## src/rtl/uart_pkg.sv

```systemverilog
// Shared UART definitions: transmitter states, framing constants and encodings.
package uart_pkg;

    typedef enum logic [2:0] {
        ST_IDLE,
        ST_START,
        ST_DATA,
        ST_PARITY,
        ST_STOP
    } uart_state_e;

    localparam int unsigned OVERSAMPLE_DEF = 16;
    localparam int unsigned WORD_BASE      = 5;

    localparam logic PARITY_ODD  = 1'b0;
    localparam logic PARITY_EVEN = 1'b1;
    localparam logic STOP_ONE    = 1'b0;
    localparam logic STOP_TWO    = 1'b1;

    // Index of the last data bit for a word-length code (5..8 bits -> 4..7).
    function automatic logic [2:0] last_bit_idx(input logic [1:0] data_bits);
        return 3'(WORD_BASE - 1) + 3'(data_bits);
    endfunction

endpackage

```

## src/rtl/uart_tx_serializer.sv

```systemverilog
// UART transmitter: accepts a byte with framing options and shifts it out LSB first,
// one serial bit per OVERSAMPLE baud ticks.
module uart_tx_serializer
    import uart_pkg::*;
#(
    parameter int unsigned OVERSAMPLE = OVERSAMPLE_DEF
) (
    input  logic       clk_i,
    input  logic       rst_n_i,
    input  logic       baud_tick_i,
    input  logic [7:0] tx_data_i,
    input  logic       tx_valid_i,
    output logic       tx_ready_o,
    input  logic [1:0] data_bits_i,
    input  logic       parity_en_i,
    input  logic       even_parity_i,
    input  logic       stop_bits_i,
    output logic       tx_o,
    output logic       tx_busy_o,
    output logic       tx_done_o
);

    localparam logic [3:0] TICK_LAST = 4'(OVERSAMPLE - 1);

    uart_state_e state_q, state_d;
    logic [3:0]  tick_q, tick_d;
    logic [2:0]  bit_q, bit_d;
    logic [7:0]  data_q, data_d;
    logic [1:0]  dbits_q, dbits_d;
    logic        par_en_q, par_en_d;
    logic        even_q, even_d;
    logic        stop2_q, stop2_d;
    logic        tx_q, tx_d;
    logic        busy_q, busy_d;
    logic        ready_q, ready_d;
    logic        done_q, done_d;

    logic        bit_end_c;
    logic [2:0]  bit_nx_c;
    logic [1:0]  mask_shift_c;
    logic [7:0]  mask_c;
    logic        parity_c;

    always_ff @(posedge clk_i) begin
        if (!rst_n_i) begin
            state_q  <= ST_IDLE;
            tick_q   <= '0;
            bit_q    <= '0;
            data_q   <= '0;
            dbits_q  <= '0;
            par_en_q <= 1'b0;
            even_q   <= PARITY_ODD;
            stop2_q  <= STOP_ONE;
            tx_q     <= 1'b1;
            busy_q   <= 1'b0;
            ready_q  <= 1'b1;
            done_q   <= 1'b0;
        end else begin
            state_q  <= state_d;
            tick_q   <= tick_d;
            bit_q    <= bit_d;
            data_q   <= data_d;
            dbits_q  <= dbits_d;
            par_en_q <= par_en_d;
            even_q   <= even_d;
            stop2_q  <= stop2_d;
            tx_q     <= tx_d;
            busy_q   <= busy_d;
            ready_q  <= ready_d;
            done_q   <= done_d;
        end
    end

    // Next-state and registered-output logic; every register holds unless a bit boundary or acceptance occurs.
    always_comb begin
        state_d  = state_q;
        tick_d   = tick_q;
        bit_d    = bit_q;
        data_d   = data_q;
        dbits_d  = dbits_q;
        par_en_d = par_en_q;
        even_d   = even_q;
        stop2_d  = stop2_q;
        tx_d     = tx_q;
        busy_d   = busy_q;
        ready_d  = ready_q;
        done_d   = 1'b0;

        bit_end_c    = baud_tick_i && (tick_q == TICK_LAST);
        bit_nx_c     = bit_q + 3'd1;
        mask_shift_c = 2'd3 - dbits_q;
        mask_c       = 8'hFF >> mask_shift_c;
        parity_c     = (^(data_q & mask_c)) ^ (even_q == PARITY_ODD);

        if (state_q != ST_IDLE && baud_tick_i) begin
            tick_d = bit_end_c ? 4'd0 : tick_q + 4'd1;
        end

        case (state_q)
            ST_IDLE: begin
                tx_d    = 1'b1;
                busy_d  = 1'b0;
                ready_d = 1'b1;
                tick_d  = '0;
                if (tx_valid_i && ready_q) begin
                    data_d   = tx_data_i;
                    dbits_d  = data_bits_i;
                    par_en_d = parity_en_i;
                    even_d   = even_parity_i;
                    stop2_d  = stop_bits_i;
                    state_d  = ST_START;
                    bit_d    = '0;
                    tx_d     = 1'b0;
                    busy_d   = 1'b1;
                    ready_d  = 1'b0;
                end
            end
            ST_START: begin
                if (bit_end_c) begin
                    state_d = ST_DATA;
                    bit_d   = '0;
                    tx_d    = data_q[0];
                end
            end
            ST_DATA: begin
                if (bit_end_c) begin
                    if (bit_q == last_bit_idx(dbits_q)) begin
                        bit_d = '0;
                        if (par_en_q) begin
                            state_d = ST_PARITY;
                            tx_d    = parity_c;
                        end else begin
                            state_d = ST_STOP;
                            tx_d    = 1'b1;
                        end
                    end else begin
                        bit_d = bit_nx_c;
                        tx_d  = data_q[bit_nx_c];
                    end
                end
            end
            ST_PARITY: begin
                if (bit_end_c) begin
                    state_d = ST_STOP;
                    bit_d   = '0;
                    tx_d    = 1'b1;
                end
            end
            ST_STOP: begin
                // bit_q counts stop bits already sent when two are requested.
                if (bit_end_c) begin
                    if (stop2_q == STOP_TWO && bit_q == 3'd0) begin
                        bit_d = 3'd1;
                    end else begin
                        state_d = ST_IDLE;
                        bit_d   = '0;
                        tx_d    = 1'b1;
                        busy_d  = 1'b0;
                        ready_d = 1'b1;
                        done_d  = 1'b1;
                    end
                end
            end
            default: begin
                state_d = ST_IDLE;
                tx_d    = 1'b1;
                busy_d  = 1'b0;
                ready_d = 1'b1;
            end
        endcase
    end

    assign tx_o       = tx_q;
    assign tx_busy_o  = busy_q;
    assign tx_ready_o = ready_q;
    assign tx_done_o  = done_q;

endmodule

```

## config.mk

```make
export PLATFORM = sky130hd
export DESIGN_NAME = uart_tx_serializer
export DESIGN_NICKNAME = d
export VERILOG_FILES = /design/src/rtl/uart_pkg.sv /design/src/rtl/uart_tx_serializer.sv
export SDC_FILE = /design/constraint.sdc
export NUM_CORES = 1
export LEC_CHECK = 0
export ABC_AREA = 1
export BUFFER_PORTS_ARGS = -buffer_cell sky130_fd_sc_hd__buf_2
export CAP_MARGIN = 15
export CORE_ASPECT_RATIO = 1.1
export CORE_MARGIN = 4
export CORE_UTILIZATION = 63
export CTS_BUF_LIST = sky130_fd_sc_hd__clkbuf_4
export DETAILED_ROUTE_END_ITERATION = 8
export PLACE_DENSITY = 0.92
export SETUP_SLACK_MARGIN = 0.2
export SLEW_MARGIN = 15
export SYNTH_ARGS = -nofsm -noshare
export SYNTH_HDL_FRONTEND = slang
export SYNTH_SLANG_ARGS = --single-unit
```

## constraint.sdc

```tcl
create_clock -name clk_i -period 4.4 [get_ports clk_i]
set_input_delay 1.32 -clock clk_i [delete_from_list [all_inputs] [get_ports clk_i]]
set_output_delay 1.32 -clock clk_i [all_outputs]
set_load 0.005 [all_outputs]
```

==> flow_summary.json, run 1 <==
{
  "hold_end": "stop2_q$_SDFFE_PN0P_",
  "grt_pass1_vias": 1399,
  "rsz0062_at_grt": "false",
  "fmax_ghz": 0.4637,
  "io_buffers": 20,
  "synth_seq_area_share_pct": 34.53,
  "yosysTopAreaCell": "dfxtp_1",
  "ff_latch_area_um2": 540.5,
  "synth_cell_types": 30,
  "drive_gt1_share_pct": 16.73,
  "multi_input_area_um2": 857.1,
  "timing.slew.headroom_pct": 67.73,
  "maxSlewViolCount": 0,
  "critical_path.max_fanout": 3,
  "cts_setup_buffers": 0,
  "ir_drop_uv": 493.9,
  "crit_arrival_ns": 0.84,
  "rr_endpoint": "tx_o$_SDFFE_PN1P_",
  "cts_tree": "yes",
  "drt_wl_total_mm": 3.091,
  "whs_ns": 0.4702,
  "syn_area_um2": 1565,
  "yosys-top-cells-area": "dfxtp_1 35%, nand2_1 15%, a21oi_1 7.7%",
  "postRouteAntennaNets": 0,
  "status": "finished, final reports clean",
  "grt_max_degree": 29,
  "ys_seq_elements": 27,
  "cts_buffer_depth": 2,
  "die_y_um": 60.28,
  "synth_warnings": 0,
  "dominantRegCellSynth": "dfxtp_1",
  "worstRegToRegCells": 13,
  "synth_cells": 233,
  "cp-start-kind": "register",
  "drc_errors": 0,
  "die_w_um": 55.53,
  "yosys.cell_count.top_type": "nand2_1",
  "cts_buffers": 3,
  "cts_resized": 0,
  "synth_common_cells": "63 x nand2_1, 32 x inv_1, 27 x dfxtp_1, 24 x a21oi_1, 18 x nand3_1",
  "clock_sinks": 27,
  "n_antenna_cell": 0,
  "drt_iter0_markers": 58,
  "cp_cell_sequence": "buf_2",
  "cts_root_buf": "clkbuf_4",
  "r2r-start": "bit_q[0]$_SDFFE_PN0P_",
  "cp_top_family": "flip-flops",
  "clkLatencyLatePin_ns": 0.33,
  "antenna_found_initial": 0,
  "required_ns": 3.08,
  "start_util_pct": 67.48,
  "pin_count": 21,
  "p_per_area_nw_per_um2": 666.2,
  "hold_viol": 0,
  "hpwl_mm": 2.390,
  "ctsHtreeMaxLevel": 1,
  "syn-num-nets": 253,
  "critical-path-slowest-cell": "dfxtp_1",
  "path_clk_slew_ns": 0.16,
  "tightestPinTransition_ns": 0.4835,
  "cts_hold_buf": 0,
  "fin_skew_ns": 0.01451,
  "die_area_um2": 3347,
  "cp-end-kind": "primary output",
  "overflow": 0,
  "firstDrtPassIters": 4,
  "r2r_slack_ns": 2.49,
  "syn_to_final_growth_pct": 8.393,
  "synth_top_area_share_pct": 34.53,
  "vias_per_cell": 5.256,
  "final.min_clock_period_ns": 2.157,
  "place.gp.congestion": 0.8124,
  "tns_ns": 0,
  "synth_area_per_cell_um2": 6.718,
  "hp-class": "register to register",
  "critPathBufInv": 1,
  "finalCritPeriodShare_pct": 49.01,
  "setup_viol": 0,
  "design.core.area_um2": 2320,
  "final_nets": 272,
  "grt_pass1_wl_mm": 5.678,
  "synth_async_sr_flop_share_pct": 0,
  "avgRoutedWirePerCell_um": 11.00,
  "synth_enable_flop_cells": 0,
  "crit_type": "register to primary output",
  "whs_path_depth": 2,
  "row_count": 18,
  "fillers": 204,
  "num_vias": 1477,
  "max_stage_delay_ns": 0.38,
  "p_leak_nw": 0.8026,
  "drv_cap": 0,
  "grt_util_all_layers_pct": 20.71,
  "min_from": "stop2_q$_SDFFE_PN0P_"
}
-- metrics by stage --
step	power (mW)	cell area, um^2	util (%)	cells	worst slack (ns)
floorplan	0.9154	1565	-	233	2.251
global placement	1.004	1667	71.84	277	2.084
detailed placement	1.022	1667	71.84	277	2.037
CTS	1.132	1697	73.14	281	2.238
global route	1.251	1697	73.14	281	2.183
finish	1.130	1697	73.14	281	2.243
-- worst reg2reg max path, stage by stage, from the launching register on --
cell     delay [ns]
dfxtp_1        0.53
inv_1          0.16
ha_1           0.37
inv_1          0.08
a21oi_1        0.10
o21ai_0        0.09
nand3_1        0.08
nand3_1        0.07
nand2_1        0.07
inv_1          0.05
nand2_1        0.07
nand2_1        0.06
nand2_1        0.06
nand2_1        0.04
-- cell families (layout without fill, tap and decap cells) --
group | after synthesis | in the layout | share of synthesized area, %
buffers and inverters | 41 | 59 | 10.71
AND/OR/NAND/NOR | 104 | 104 | 30.54
adder cells (fa/ha/maj) | 3 | 3 | 2.398
XOR/XNOR | 4 | 4 | 2.239
AO/OA/AOI/OAI | 54 | 54 | 19.59
flip-flops | 27 | 27 | 34.53
-- power breakdown --
part	total [mW]	switching (mW)	leakage, nW	internal [mW]
sequential	0.408	0.0874	0.222	0.321
clock	0.111	0.0759	0.0139	0.0348
combinational	0.612	0.389	0.567	0.222
-- how the worst max path moves through the flow --
stage	startpoint	to	slack [ns]	cells past startpoint
2_1_floorplan	baud_tick_i	state_q[0]$_SDFFE_PN0P_	2.25	8
3_3_place_gp	tx_valid_i	bit_q[2]$_SDFFE_PN0P_	2.08	7
3_5_place_dp	tx_valid_i	bit_q[2]$_SDFFE_PN0P_	2.04	7
4_1_cts	tx_ready_o$_SDFFE_PN1P_	tx_ready_o	2.24	1
5_1_grt	tx_ready_o$_SDFFE_PN1P_	tx_ready_o	2.18	1
6_report	tx_ready_o$_SDFFE_PN1P_	tx_ready_o	2.24	1
-- final cells by class --
type,instances,share of cell area (%)
multi-input combinational,165,50.52
clock buffer,3,1.327
timing repair buffer,20,5.900
clock inverter,1,0.4425
inverter,35,7.743
tap,30,2.212
sequential,27,31.86
-- layout by cell type (no fill, tap or decap) --
cell type	instances
dfxtp_1	27
inv_2	3
xor2_1	1
nor3_2	1
xnor2_1	3
inv_1	32
nand2_1	63
nor2_4	4
nor2_2	2
nor2_1	8
a31oi_1	1
a211oi_1	1
nand3_1	18
a21oi_1	24
buf_2	20
o21ai_1	10
nor3_1	4
nand2_4	1
clkbuf_4	3
o21ai_2	1
a31oi_2	1
o21ai_0	12
o2111ai_1	1
nand2_2	2
ha_1	3
o21ai_4	1
a21oi_2	1
nand3_2	1
clkinvlp_4	1
o211ai_1	1
-- registers in the layout, summed over array words and instances (netlist names), 2 cells and up --
register,cells
bit_q,3
tick_q,4
state_q,3
data_q,8
dbits_q,2
-- per-layer routing --
layer,routed length (um),GRT usage (%)
met1,1387,24.64
met2,1593,36.99
met3,81,2.592
met4,28,10.42
met5,0,0
Note: power is estimated with default switching activity, not from simulation.
==> inputs of run 2 (changes only) <==
--- a/config.mk
+++ b/config.mk
@@ -5,15 +5,15 @@
 export SDC_FILE = /design/constraint.sdc
 export NUM_CORES = 1
 export LEC_CHECK = 0
-export ABC_AREA = 1
+export ABC_AREA = 0
 export BUFFER_PORTS_ARGS = -buffer_cell sky130_fd_sc_hd__buf_2
 export CAP_MARGIN = 15
 export CORE_ASPECT_RATIO = 1.1
 export CORE_MARGIN = 4
-export CORE_UTILIZATION = 63
+export CORE_UTILIZATION = 59
 export CTS_BUF_LIST = sky130_fd_sc_hd__clkbuf_4
 export DETAILED_ROUTE_END_ITERATION = 8
-export PLACE_DENSITY = 0.92
+export PLACE_DENSITY = 0.88
 export SETUP_SLACK_MARGIN = 0.2
 export SLEW_MARGIN = 15
 export SYNTH_ARGS = -nofsm -noshare
==> constraint.sdc (replaced) <==
create_clock -name clk_i -period 2.2 [get_ports clk_i]
set_input_delay 0.66 -clock clk_i [delete_from_list [all_inputs] [get_ports clk_i]]
set_output_delay 0.66 -clock clk_i [all_outputs]
set_load 0.005 [all_outputs]
==> flow_summary.json, run 2 <==
{
  "cp-end-kind": "register",
  "pin_count": 21,
  "crit_type": "register to register",
  "final_nets": 196,
  "tns_ns": 0,
  "synth_cells": 157,
  "place.gp.congestion": 0.8454,
  "synth_cell_types": 42,
  "synth_common_cells": "27 x dfxtp_1, 17 x mux2i_1, 16 x nor2b_1, 11 x nor2_1, 9 x nand2_1",
  "grt_pass1_vias": 1168,
  "final_common_cell": "dfxtp_1",
  "setup_viol": 0,
  "syn-num-nets": 177,
  "hp-class": "register to register",
  "cts_hold_buf": 0,
  "ys_seq_elements": 27,
  "die_w_um": 55.94,
  "syn_to_final_growth_pct": 10.15,
  "firstDrtPassIters": 4,
  "finalCritPeriodShare_pct": 87.97,
  "synth_seq_area_share_pct": 36.24,
  "status": "finished, final reports clean",
  "antenna_found_initial": 0,
  "required_ns": 2.43,
  "layout_common_cells": "26 x dfxtp_1, 20 x buf_2, 17 x mux2i_1",
  "timing.slew.headroom_pct": 58.06,
  "overflow": 0,
  "yosys-top-cells-area": "dfxtp_1 36%, mux2i_1 11%, nor2b_1 6.7%",
  "max_stage_delay_ns": 0.56,
  "cts_root_buf": "clkbuf_4",
  "n_antenna_cell": 0,
  "yosys.cell_count.top_type": "dfxtp_1",
  "die_area_um2": 3397,
  "p_leak_nw": 0.6594,
  "dp.cells": 201,
  "clkLatencyLatePin_ns": 0.32,
  "synth_top_area_share_pct": 36.24,
  "design.core.area_um2": 2320,
  "final.min_clock_period_ns": 1.935,
  "drc_errors": 0,
  "die_y_um": 60.73,
  "cp-start-kind": "register",
  "regMostFlops": "data_q",
  "ir_drop_uv": 422.1,
  "clock_sinks": 27,
  "row_count": 18,
  "synth_warnings": 0,
  "synth_enable_flop_cells": 0,
  "postRouteAntennaNets": 0,
  "synth_area_per_cell_um2": 9.500,
  "fillers": 167,
  "largest_reg_flops": 8,
  "start_util_pct": 64.29,
  "fmax_ghz": 0.5167,
  "grt_pass1_wl_mm": 4.885,
  "io_buffers": 20,
  "stdcell_count": 205,
  "cp_cell_sequence": "xnor2_1 -> xnor3_1 -> or4_1 -> a211oi_2 -> o21ai_1",
  "rsz0062_at_grt": "false",
  "avgRoutedWirePerCell_um": 13.56,
  "drv_cap": 0,
  "ctsHtreeMaxLevel": 1,
  "grt_util_all_layers_pct": 18.14,
  "cts_buffer_depth": 2,
  "yosysTopAreaCell": "dfxtp_1",
  "drt_iter0_markers": 28,
  "maxSlewViolCount": 0,
  "vias_per_cell": 5.771,
  "synth_async_sr_flop_share_pct": 0,
  "tightestPinTransition_ns": 0.6133,
  "path_clk_slew_ns": 0.14,
  "syn_area_um2": 1491,
  "reg_top3": "data_q: 8 flops, tick_q: 4 flops",
  "crit_arrival_ns": 2.16,
  "drt_wl_total_mm": 2.779,
  "fin_skew_ns": 0.001201,
  "critical_path.max_fanout": 3,
  "p_per_area_nw_per_um2": 563.9,
  "grt_max_degree": 26,
  "num_vias": 1183,
  "drive_gt1_share_pct": 18.29,
  "hold_viol": 0,
  "hpwl_mm": 2.104,
  "dominantRegCellSynth": "dfxtp_1",
  "cts_buffers": 3,
  "cts_tree": "yes",
  "critical-path-slowest-cell": "or4_1"
}
run 2: path summary, 6_finish.rpt:
check	cells past startpoint	slack, ns	end	startpoint
worst min-delay path	2	0.53	tx_busy_o$_SDFFE_PN0P_	tx_busy_o$_SDFFE_PN0P_
worst max-delay path	5	0.26	tx_o$_SDFFE_PN1P_	data_q[4]$_SDFFE_PN0P_
worst max register to register	5	0.26	tx_o$_SDFFE_PN1P_	data_q[4]$_SDFFE_PN0P_
worst min register to register	2	0.53	tx_busy_o$_SDFFE_PN0P_	tx_busy_o$_SDFFE_PN0P_
run 2: layer usage:
layer	vias to the layer above	wire length, um	track usage [%]
li1	597	-	-
met1	542	1185	20.87
met2	34	1403	32.77
met3	10	120	3.191
met4	0	70	9.831
met5	-	0	0
run 2: final cells by class:
class	count	area [um^2]	area share (%)
clock buffer	4	30.03	1.828
inverter	4	15.01	0.9139
multi-input combinational	119	908.4	55.29
sequential	27	544.3	33.13
tap	30	37.54	2.285
timing repair buffer	21	107.6	6.550
run 2: critical path, delay by kind of cell, from the launching register on:
kind / cells / cell delay [ns]
DFF: 1 / 0.41
AOI/OAI and AO/OA: 2 / 0.30
xor gates and xnor gates: 2 / 0.57
and+or+nand+nor: 1 / 0.56
run 2: stage by stage:
| step | area [um^2] | setup slack, ns | power, mW | hold WS (ns) | util, % |
|---|---|---|---|---|---|
| 2_1_floorplan | 1491 | 0.3118 | 0.6667 | 0.4749 | - |
| 3_3_place_gp | 1609 | 0.2280 | 0.7045 | 0.4870 | 69.36 |
| 3_5_place_dp | 1609 | 0.1790 | 0.7125 | 0.5053 | 69.36 |
| 4_1_cts | 1640 | 0.2753 | 0.9315 | 0.5284 | 70.71 |
| 5_1_grt | 1643 | 0.2256 | 0.9763 | 0.5754 | 70.82 |
| 6_report | 1643 | 0.2646 | 0.9264 | 0.5261 | 70.82 |
run 2: power by group:
part	switching, mW	internal (mW)	total (mW)
registers	0.0266	0.512	0.538
clock network	0.143	0.0833	0.226
logic	0.0738	0.0880	0.162
run 2: logic make-up (layout without fill, tap and decap cells):
kind of cell               Yosys count  after routing  synth area share (%)
muxes                               19             19                 14.68
AOI/OAI and AO/OA                   27             27                 12.33
and+or+nand+nor                     59             59                 23.49
xor gates and xnor gates            11             11                 7.886
DFF                                 27             27                 36.24
adders and majority gates            3              3                 2.517
buffers and inverters               11             29                 2.852
run 2: what timing repair did:
item	in CTS	in global routing
cloned	0	0
pin swaps	0	0
buffers inserted	0	0
setup endpoints to repair	1	1
resized for setup	1	1
==> inputs of run 3 (changes only) <==
--- a/config.mk
+++ b/config.mk
@@ -10,10 +10,10 @@
 export CAP_MARGIN = 15
 export CORE_ASPECT_RATIO = 1.1
 export CORE_MARGIN = 4
-export CORE_UTILIZATION = 59
+export CORE_UTILIZATION = 38
 export CTS_BUF_LIST = sky130_fd_sc_hd__clkbuf_4
 export DETAILED_ROUTE_END_ITERATION = 8
-export PLACE_DENSITY = 0.88
+export PLACE_DENSITY = 0.65
 export SETUP_SLACK_MARGIN = 0.2
 export SLEW_MARGIN = 15
 export SYNTH_ARGS = -nofsm -noshare
==> flow_summary.json, run 3 (synthesized netlist as in run 2, its figures left out) <==
{
  "hold_viol": 0,
  "p_total_uw": 921.0,
  "die_w_um": 67.73,
  "maxSlewViolCount": 0,
  "dp.cells": 222,
  "num_vias": 1164,
  "grt_max_degree": 26,
  "cts_hold_buf": 0,
  "final_common_cell": "dfxtp_1",
  "p_per_area_nw_per_um2": 547.3,
  "largest_reg_flops": 8,
  "post-route-util_pct": 45.33,
  "drt_wl_total_mm": 2.921,
  "die_y_um": 73.71,
  "fillers": 364,
  "place.gp.congestion": 0.7589,
  "die_area_um2": 4992,
  "hp-class": "register to register",
  "timing.slew.headroom_pct": 58.24,
  "hpwl_mm": 2.216,
  "drt_iter0_markers": 54,
  "cts_buffers": 3,
  "grt_pass1_vias": 1193,
  "worstRegToRegCells": 5,
  "met1_usage_pct": 16.64,
  "cts_buffer_depth": 2,
  "row_count": 23,
  "cts_root_buf": "clkbuf_4",
  "setup_viol": 0,
  "fmax_ghz": 0.5349,
  "regMostFlops": "data_q",
  "cts_resized": 0,
  "use_met2_pct": 23.68,
  "rr_endpoint": "tx_o$_SDFFE_PN1P_",
  "final_nets": 197,
  "finalCritPeriodShare_pct": 84.98,
  "firstDrtPassIters": 4,
  "path_clk_slew_ns": 0.15,
  "clock_sinks": 27,
  "cts_setup_buffers": 0,
  "crit_end": "tx_o$_SDFFE_PN1P_",
  "stdcell_count": 226,
  "start_util_pct": 40.18,
  "tightestPinTransition_ns": 0.6106,
  "p_leak_nw": 0.6679,
  "syn_to_final_growth_pct": 12.84,
  "met3_usage_pct": 2.446,
  "r2r_slack_ns": 0.33,
  "grt-busiest-layer": "met2",
  "drc_errors": 0,
  "n_antenna_cell": 0,
  "rsz0062_at_grt": "false",
  "cts_tree": "yes",
  "antenna_found_initial": 0,
  "required_ns": 2.42,
  "overflow": 0,
  "cp-start-kind": "register",
  "multi_input_area_um2": 908.4,
  "drive_gt1_share_pct": 18.75,
  "crit_type": "register to register",
  "grt_util_all_layers_pct": 13.45,
  "avgRoutedWirePerCell_um": 12.92,
  "crit_arrival_ns": 2.09,
  "postRouteAntennaNets": 0,
  "cp-end-kind": "register",
  "vias_per_cell": 5.150,
  "tns_ns": 0,
  "pin_count": 21,
  "grt_pass1_wl_mm": 5.237,
  "io_buffers": 20,
  "r2r-start": "data_q[4]$_SDFFE_PN0P_",
  "startpoint": "data_q[4]$_SDFFE_PN0P_",
  "fin_skew_ns": 0.01374,
  "status": "finished, final reports clean",
  "clkLatencyLatePin_ns": 0.33,
  "layout_common_cells": "26 x dfxtp_1, 20 x buf_2, 17 x mux2i_1",
  "critical_path.max_fanout": 3,
  "ir_drop_uv": 324.1,
  "reg_top3": "data_q: 8 flops, tick_q: 4 flops",
  "drv_cap": 0,
  "final.min_clock_period_ns": 1.870,
  "design.core.area_um2": 3712,
  "ctsHtreeMaxLevel": 1,
  "ff_latch_area_um2": 541.8
}
-- run 3: changes by cell type in the layout (fill, tap and decap cells not counted), sizes merged --
cell,previous run,this run
buf,21,22
clkbuf,4,3
clkinv,0,1
-- run 3: metrics by stage --
step           cell area (um^2)  setup WS (ns)  hold slack, ns
3_5_place_dp               1654         0.2459          0.5061
4_1_cts                    1682         0.3185          0.5369
2_1_floorplan              1491         0.3118          0.4749
6_report                   1683         0.3305          0.5322
3_3_place_gp               1654         0.2943          0.4871
5_1_grt                    1683         0.2282          0.5483
-- run 3: per-layer routing --
layer  routed length [um]  share of wire [%]
met3                  120                4.1
met4                   30                1.0
met2                 1438                 49
met1                 1331                 46
met5                    0                  0
-- run 3: worst max-delay path, stage by stage (launching register included) --
cell and delay, ns:
dfxtp_1 0.39, xnor2_1 0.14, xnor3_1 0.42, or4_1 0.54, a211oi_2 0.19, o21ai_1 0.09
-- run 3: cell type report --
type                       count  share of cell area [%]
tap                           50                   3.717
multi-input combinational    119                   53.98
sequential                    27                   32.19
timing repair buffer          22                   7.584
inverter                       4                  0.8922
clock buffer                   3                   1.338
clock inverter                 1                  0.2974
-- run 3: worst min path at each step --
stage                                start                endpoint  slack [ns]  depth (start not counted)
floorplan             stop2_q$_SDFFE_PN0P_    stop2_q$_SDFFE_PN0P_        0.47                          2
global placement    tx_busy_o$_SDFFE_PN0P_  tx_busy_o$_SDFFE_PN0P_        0.49                          2
detailed placement  tx_busy_o$_SDFFE_PN0P_  tx_busy_o$_SDFFE_PN0P_        0.51                          2
CTS                 tx_busy_o$_SDFFE_PN0P_  tx_busy_o$_SDFFE_PN0P_        0.54                          2
global route        tx_busy_o$_SDFFE_PN0P_  tx_busy_o$_SDFFE_PN0P_        0.55                          2
finish              tx_busy_o$_SDFFE_PN0P_  tx_busy_o$_SDFFE_PN0P_        0.53                          2
-- run 3: report_power, final --
group	switching, mW	internal [mW]
clock	0.146	0.0683
sequential	0.0267	0.513
combinational	0.0747	0.0925
